==> config.mk <==
export PLATFORM = sky130hd
export DESIGN_NAME = seq_det_sched
export DESIGN_NICKNAME = d
export VERILOG_FILES = /design/src/rtl/seq_det_sched.sv
export SDC_FILE = /design/constraint.sdc
export NUM_CORES = 1
export LEC_CHECK = 0
export ABC_CLOCK_PERIOD_IN_PS = 4750
export BUFFER_PORTS_ARGS = -buffer_cell sky130_fd_sc_hd__buf_4
export CAP_MARGIN = 0
export CORE_ASPECT_RATIO = 0.75
export CORE_MARGIN = 2
export CORE_UTILIZATION = 45
export DETAILED_ROUTE_END_ITERATION = 12
export GPL_TIMING_DRIVEN = 0
export PLACE_DENSITY = 0.68
export SKIP_LAST_GASP = 1
export SLEW_MARGIN = 20
export SYNTH_ARGS = -nofsm -noshare
export SYNTH_HDL_FRONTEND = slang
export SYNTH_SLANG_ARGS = --single-unit
==> constraint.sdc <==
create_clock -name clk -period 4.75 [get_ports clk]
set_clock_uncertainty 0.2 [all_clocks]
set_input_delay 0.7125 -clock clk [delete_from_list [all_inputs] [get_ports clk]]
set_output_delay 0.7125 -clock clk [all_outputs]
set_load 0.005 [all_outputs]
==> src/rtl/seq_det_sched.sv <==
// Four-lane zero-run detector sharing one Mealy detector through a round-robin arbiter.
// Optional per-lane saturating match counters are built when SEQ_MATCH_CNT_EN is defined.
module seq_det_sched #(
  parameter int RUN_LEN = 3
) (
  input  logic       clk,
  input  logic       rst,
  input  logic       clr,
  input  logic [3:0] req,
  input  logic [3:0] bit_in,
  output logic [3:0] gnt,
  output logic       match_valid,
  output logic [1:0] match_lane,
  input  logic [1:0] rd_lane,
  output logic [7:0] rd_cnt
);

  localparam logic [3:0] RUN_SAT = 4'(RUN_LEN);
  localparam logic [3:0] RUN_THR = 4'(RUN_LEN - 1);

  logic [1:0] ptr;
  logic [3:0] run [4];

  logic       grant_any;
  logic [1:0] grant_lane;
  logic [1:0] scan_idx;
  logic       grant_bit;
  logic [3:0] cur_run;
  logic       detect;
  logic [3:0] next_run;

  // Scan from ptr upward with 2-bit wrap; reset and clear suppress any grant.
  always_comb begin
    grant_any  = 1'b0;
    grant_lane = ptr;
    scan_idx   = ptr;
    gnt        = 4'b0000;
    if (!rst && !clr) begin
      for (int i = 0; i < 4; i++) begin
        scan_idx = ptr + 2'(i);
        if (!grant_any && req[scan_idx]) begin
          grant_any  = 1'b1;
          grant_lane = scan_idx;
        end
      end
    end
    if (grant_any) gnt = 4'b0001 << grant_lane;
  end

  // Shared detector operates on the granted lane's saved context.
  always_comb begin
    grant_bit = bit_in[grant_lane];
    cur_run   = run[grant_lane];
    detect    = grant_any && !grant_bit && (cur_run >= RUN_THR);
    if (grant_bit)   next_run = 4'd0;
    else if (detect) next_run = RUN_SAT;
    else             next_run = cur_run + 4'd1;
  end

  always_ff @(posedge clk or posedge rst) begin
    if (rst) begin
      ptr         <= 2'd0;
      match_valid <= 1'b0;
      match_lane  <= 2'd0;
    end else if (clr) begin
      ptr         <= 2'd0;
      match_valid <= 1'b0;
    end else begin
      match_valid <= detect;
      if (grant_any) ptr <= grant_lane + 2'd1;
      if (detect) match_lane <= grant_lane;
    end
  end

  genvar gi;
  generate
    for (gi = 0; gi < 4; gi++) begin : g_lane
      always_ff @(posedge clk or posedge rst) begin
        if (rst)
          run[gi] <= 4'd0;
        else if (clr)
          run[gi] <= 4'd0;
        else if (grant_any && grant_lane == 2'(gi))
          run[gi] <= next_run;
      end
    end
  endgenerate

`ifdef SEQ_MATCH_CNT_EN
  logic [7:0] cnt [4];

  generate
    for (gi = 0; gi < 4; gi++) begin : g_cnt
      always_ff @(posedge clk or posedge rst) begin
        if (rst)
          cnt[gi] <= 8'd0;
        else if (clr)
          cnt[gi] <= 8'd0;
        else if (detect && grant_lane == 2'(gi) && cnt[gi] != 8'hff)
          cnt[gi] <= cnt[gi] + 8'd1;
      end
    end
  endgenerate

  assign rd_cnt = cnt[rd_lane];
`else
  assign rd_cnt = 8'd0;
`endif

endmodule

==> flow_summary.ini, run 1 <==
[logic_synthesis]
synthFlopType = dfrtp_1
synth_cells = 119
ys_ff_latch = 21
synthesis.area_um2 = 1360
synth_cell_type_count = 35
avgSynthCellArea_um2 = 11.43
async_flop_share_pct = 100.0
synth-edff-count = 0
ys_warn_count = 0
yosysSeqAreaShare_pct = 38.64

[routing]
totalWireLength_mm = 2.566
vias = 971
drtPass1Iterations = 4
drtIter0Drc = 40
drc = 0
vias_per_cell = 5.249
routedWlPerCell_um = 13.87
drtAntennaViolNets = 0

[sta]
drv_slew = 0
hold_viol_final = 0
relSlewSlack_pct = 45.57
finalSetupTns_ns = 0
tightest_slew_ns = 0.8156
finalCritPeriodShare_pct = 84.63
rsz0062_at_grt = no
final-setup-viol-count = 0
max_freq_mhz = 248.7
layout_min_cycle_time_ns = 4.020

[placed_design]
place_congestion = 0.8247
io_buffers = 17
place_area_um2 = 1562
hpwl_mm = 1.928

[power_and_ir_drop]
pwr-share-seq_pct = 44.3
powerDensity_nw_per_um2 = 304.8
power.switching_mw = 0.1473
clock_power_share_pct = 23.7
ir_drop_mv = 0.2292
leakage_nw = 0.7888
p_int_mw = 0.3428
p_sw_share_pct = 30.05
combinationalPowerShare_pct = 32.0

[worst_setup_path]
rrSetupSlack_ns = 0.77
critPathArrivalTime_ns = 4.03
worstSetupPathType = in2reg
critical-path-max-stage-delay_ns = 0.65
cp.required_ns = 4.76
crit_path_end_kind = flop
setup.worst_path.start_class = primary input
crit_fanout = 11
crit_family = compound AO/OA/AOI/OAI gates
slowest_stage = mux4_2
path_buf_inv = 1
path_cells = buf_4 > and3b_1 > o21ai_0 > a41oi_4 > xnor2_2 > mux4_2 > ha_1 > o41ai_4 > nor3b_2 > mux2_2

[die]
die_w_um = 67.48
core_area_um2 = 2914
dieArea_um2 = 3483
fp.dieH_um = 51.61
start_util_pct = 46.67
rows = 17
io_pins = 28

[finish]
area_growth_pct = 18.22
drive_above_1_share_pct = 36.05
final_cell_area_um2 = 1608
final_cell_mix = buf_4, dfrtp_1, mux2_2
final_common_cell = buf_4
num_antenna_cells = 0
fin_nets = 167

[clock_network]
insertion_delay_ns = 0.26
cts-hold-fix-buffers = 0
numCtsBuffers = 3
post-cts-setup-buffers = 0
ctsLongestPathBuffers = 2
cts.sinks = 21
clk_pin_slew_ns = 0.08
cts_resized = 0
cts_tree = built
clockRootBuffer = clkbuf_8
htree_levels = 1

[grt]
grt_pass1_wl_mm = 4.388
grt_max_degree = 22
track_usage_pct = 17.15
grt_overflow = 0
grt_pass1_vias = 924
antenna_found_initial = 0

[min_path]
hold_path.class = reg2reg

[run_status]
outcome = finished, final reports clean

[run]
max-cap-violations = 0
-- synthesized netlist by cell type (2+ instances only) --
| master | number | area (µm²) |
|---|---|---|
| mux2_2 | 12 | 135.1 |
| dfrtp_1 | 21 | 525.5 |
| mux4_2 | 4 | 90.09 |
| a21oi_1 | 4 | 20.02 |
| and3b_1 | 2 | 17.52 |
| nor3b_1 | 2 | 15.01 |
| ha_1 | 6 | 75.07 |
| mux2i_1 | 4 | 40.04 |
| nor2_1 | 8 | 30.03 |
| or2_2 | 2 | 12.51 |
| and2_1 | 8 | 50.05 |
| o311a_1 | 2 | 20.02 |
| buf_4 | 9 | 67.56 |
| nor3_1 | 4 | 20.02 |
| nand2_1 | 2 | 7.510 |
| inv_1 | 6 | 22.52 |
| o21ai_0 | 5 | 25.02 |
-- worst register-to-register path: stages, from the launching register on --
cell     delay (ns)
dfrtp_1        0.38
buf_4          0.17
and3b_1        0.16
o21ai_0        0.31
a41oi_4        0.21
xnor2_2        0.56
mux4_2         0.66
ha_1           0.26
o41ai_4        0.47
nor3b_2        0.35
mux2_2         0.21
-- logic make-up (layout without fill, tap and decap cells) --
family	after synthesis	count (layout)	share of synthesized area, %
buffers and inverters	16	37	6.899
other	1	8	0.2757
flip-flops	21	21	38.64
AND/OR/NAND/NOR	36	36	16.19
AO/OA/AOI/OAI	17	17	11.13
multiplexers	20	20	19.50
adder cells (fa/ha/maj)	6	6	5.520
XOR/XNOR	2	2	1.840
-- final timing paths --
check | from | cells after the start | endpoint
worst max register to register | ptr[0] | 10 | run[14]
worst min register to register | run[3] | 1 | run[3]
worst max-delay path | req[0] | 10 | run[14]
min in group asynchronous | rst | 2 | run[2]
worst min-delay path | run[3] | 1 | run[3]
max in group asynchronous | rst | 2 | run[4]
-- layout make-up --
class / instances / area (µm²)
fill: 243 / 1306
multi-input combinational: 89 / 767.0
sequential: 21 / 525.5
timing repair buffer: 17 / 127.6
buffer: 10 / 71.32
tap: 38 / 47.55
clock buffer: 3 / 41.29
inverter: 6 / 22.52
clock inverter: 1 / 5.005
-- power groups by stage --
stage | Clock, mW | Combinational, mW | Sequential [mW]
detailed placement | 0 | 0.158 | 0.221
CTS | 0.121 | 0.158 | 0.217
finish | 0.116 | 0.157 | 0.217
global route | 0.130 | 0.177 | 0.220
floorplan | 0 | 0.111 | 0.218
global placement | 0 | 0.154 | 0.220
-- layer usage --
metal	routed length (µm)	global-route usage, %	vias up
li1	-	-	466
met1	1240	24.16	472
met2	1113	26.31	29
met3	184	4.545	4
met4	27	4.082	0
met5	0	0	-
-- metrics by stage --
stage / utilization [%] / total power, mW / hold slack (ns) / std cells / setup WS (ns)
after floorplan: - / 0.3289 / 0.2544 / 126 / 0.9560
after global placement: 53.59 / 0.3739 / 0.2748 / 181 / 0.4824
after detailed placement: 53.59 / 0.3787 / 0.2805 / 181 / 0.4221
after CTS: 55.17 / 0.4963 / 0.3043 / 185 / 0.7125
after global routing: 55.17 / 0.5268 / 0.3128 / 185 / 0.4345
final: 55.17 / 0.4900 / 0.3038 / 185 / 0.7298
-- flip-flops by register name, indices dropped and copies added (netlist names) --
register / count
match_lane: 2
match_valid: 1
ptr: 2
run: 16
Power figures use the tool's default switching activity.
==> run 2: changes to the inputs <==
--- a/config.mk
+++ b/config.mk
@@ -5,7 +5,7 @@
 export SDC_FILE = /design/constraint.sdc
 export NUM_CORES = 1
 export LEC_CHECK = 0
-export ABC_CLOCK_PERIOD_IN_PS = 4750
+export ABC_CLOCK_PERIOD_IN_PS = 3350
 export BUFFER_PORTS_ARGS = -buffer_cell sky130_fd_sc_hd__buf_4
 export CAP_MARGIN = 0
 export CORE_ASPECT_RATIO = 0.75
@@ -13,7 +13,7 @@
 export CORE_UTILIZATION = 45
 export DETAILED_ROUTE_END_ITERATION = 12
 export GPL_TIMING_DRIVEN = 0
-export PLACE_DENSITY = 0.68
+export PLACE_DENSITY = 0.7
 export SKIP_LAST_GASP = 1
 export SLEW_MARGIN = 20
 export SYNTH_ARGS = -nofsm -noshare
==> constraint.sdc (replaced) <==
create_clock -name clk -period 3.35 [get_ports clk]
set_clock_uncertainty 0.2 [all_clocks]
set_input_delay 0.5025 -clock clk [delete_from_list [all_inputs] [get_ports clk]]
set_output_delay 0.5025 -clock clk [all_outputs]
set_load 0.005 [all_outputs]
==> run 2 against run 1 <==
Against the previous run:
- the run now ends with setup timing left
- clock power up 39%
- wire length increased by 14%
- worst setup slack worse by 0.79 ns
- sequential power up 44%
- first-iteration DRC count increased by 100%
- register-to-register slack lost 0.83 ns
- largest power group unchanged
- via count increased by 6.5%
- non-clock buffer count grew 8
- utilization rose by 5.9 points
==> flow_summary.ini, run 2 (synthesis gave the netlist of run 1 again) <==
[clock_network]
cts-hold-fix-buffers = 0
clk_pin_slew_ns = 0.08
numCtsBuffers = 3
htree_levels = 1
cts.sinks = 21
cts_tree = built
clockRootBuffer = clkbuf_8
insertion_delay_ns = 0.26
ctsLongestPathBuffers = 2

[worst_setup_path]
critical-path-max-stage-delay_ns = 0.62
setup.worst_path.start_class = flop
r2r-start = ptr[0]
reg2reg_depth = 9
rrSetupSlack_ns = -0.06
crit_path_end_kind = flop
slowest_stage = mux4_2
crit_fanout = 4
path_buf_inv = 1
worstSetupPathType = reg2reg
cp.required_ns = 3.29
critPathArrivalTime_ns = 3.34
reg2reg_to = run[6]
crit_family = multiplexers
path_cells = or4_4 > a41oi_4 > xnor2_4 > mux4_2 > buf_4 > ha_1 > xnor2_1 > nor3b_4 > mux2_4

[die]
io_pins = 28
fp.dieH_um = 51.61
dieArea_um2 = 3483
start_util_pct = 46.67
die_w_um = 67.48
core_area_um2 = 2914
rows = 17

[grt]
grt_pass1_vias = 991
grt_overflow = 0
grt_pass1_wl_mm = 4.809
antenna_found_initial = 0
grt_max_degree = 22
track_usage_pct = 18.72

[routing]
vias_per_cell = 5.358
drtPass1Iterations = 4
routedWlPerCell_um = 15.16
totalWireLength_mm = 2.925
drc = 0
vias = 1034
drtAntennaViolNets = 0
drtIter0Drc = 80

[sta]
drv_slew = 0
hold_viol_final = 0
tightest_slew_ns = 0.7958
final-setup-viol-count = 4
finalCritPeriodShare_pct = 101.7
fin_ws_ns = -0.05576
relSlewSlack_pct = 46.89
max_freq_mhz = 293.6
layout_min_cycle_time_ns = 3.406
rsz0062_at_grt = yes
worst_hold_slack_ns = 0.2017

[placed_design]
dp.cells = 181
place_congestion = 0.8677
io_buffers = 17
hpwl_mm = 2.096
post-place-ws_ns = -0.5574

[finish]
reg_top3 = run x16, match_lane x2, ptr x2
regArea_um2 = 526.8
n_fill_cell = 250
final_cell_mix = buf_4, dfrtp_1, mux2_2
final_common_cell = buf_4
fin_nets = 175
area_growth_pct = 30.82
regMostFlops = run
multi_input_area_um2 = 854.6
drive_above_1_share_pct = 46.45
final_cells = 193
num_antenna_cells = 0
largest_reg_flops = 16

[power_and_ir_drop]
leakage_nw = 0.8546
clock_power_share_pct = 20.9
p_sw_share_pct = 30.51
p_int_mw = 0.5362
combinationalPowerShare_pct = 38.5
powerDensity_nw_per_um2 = 433.7
pwr-share-seq_pct = 40.6
p_total_mw = 0.7716
ir_drop_mv = 0.2272
power.switching_mw = 0.2354

[run_status]
violations = setup timing
outcome = finished, violations left

[run]
max-cap-violations = 0

[min_path]
hold_path.class = in2async
==> run 2: metrics by stage <==
| stage | cell area [µm²] | utilization, % | TNS (ns) |
|---|---|---|---|
| final | 1779 | 61.06 | -0.1629 |
| after CTS | 1738 | 59.64 | -0.6959 |
| after global placement | 1593 | 54.66 | -6.088 |
| after floorplan | 1418 | - | -0.006517 |
| after global routing | 1779 | 61.06 | -1.176 |
| after detailed placement | 1593 | 54.66 | -7.029 |
==> run 2: worst reg2reg max path: cells and delay by family, from the launching register on <==
| family | cells | cell delay, ns |
|---|---|---|
| mux | 2 | 0.90 |
| simple gates | 2 | 0.63 |
| xor+xnor | 2 | 0.48 |
| flops | 1 | 0.39 |
| compound gates | 1 | 0.32 |
| fa+ha+maj | 1 | 0.20 |
| buf+inv | 1 | 0.17 |
==> run 2: how the worst max path moves through the flow <==
stage,startpoint,slack [ns],cells past startpoint,endpoint
final,ptr[0],-0.06,9,run[6]
after global routing,ptr[0],-0.13,8,run[6]
after detailed placement,clr,-0.56,10,run[6]
after global placement,clr,-0.48,10,run[14]
after floorplan,req[2],-0.002,8,run[10]
after CTS,ptr[0],-0.09,8,run[6]
==> run 2: power by group through the flow <==
stage / combinational (mW) / clock (mW) / sequential (mW)
after floorplan: 0.174 / 0 / 0.310
after global placement: 0.236 / 0 / 0.311
after detailed placement: 0.245 / 0 / 0.314
after CTS: 0.283 / 0.167 / 0.311
after global routing: 0.327 / 0.179 / 0.318
final: 0.297 / 0.161 / 0.313
==> run 2: cell type report <==
cell class	instances	area share, %
timing repair buffer	26	11.88
sequential	21	29.61
inverter	6	1.266
multi-input combinational	89	48.03
clock buffer	4	2.532
tap	38	2.672
buffer	9	4.008
==> run 2: routing by layer <==
metal  wire length, µm  GRT usage (%)  vias up
met5                 0              0        -
met4                 7          2.381        0
met3               151          4.762        2
met2              1364          31.05       28
met1              1401          25.35      516
li1                  -              -      488
==> run 2: repair_timing <==
action	in CTS	in global routing
gates resized for setup	7	11
setup buffers	8	1
setup endpoints to repair	17	17
pin swaps	5	5
gates cloned	0	0
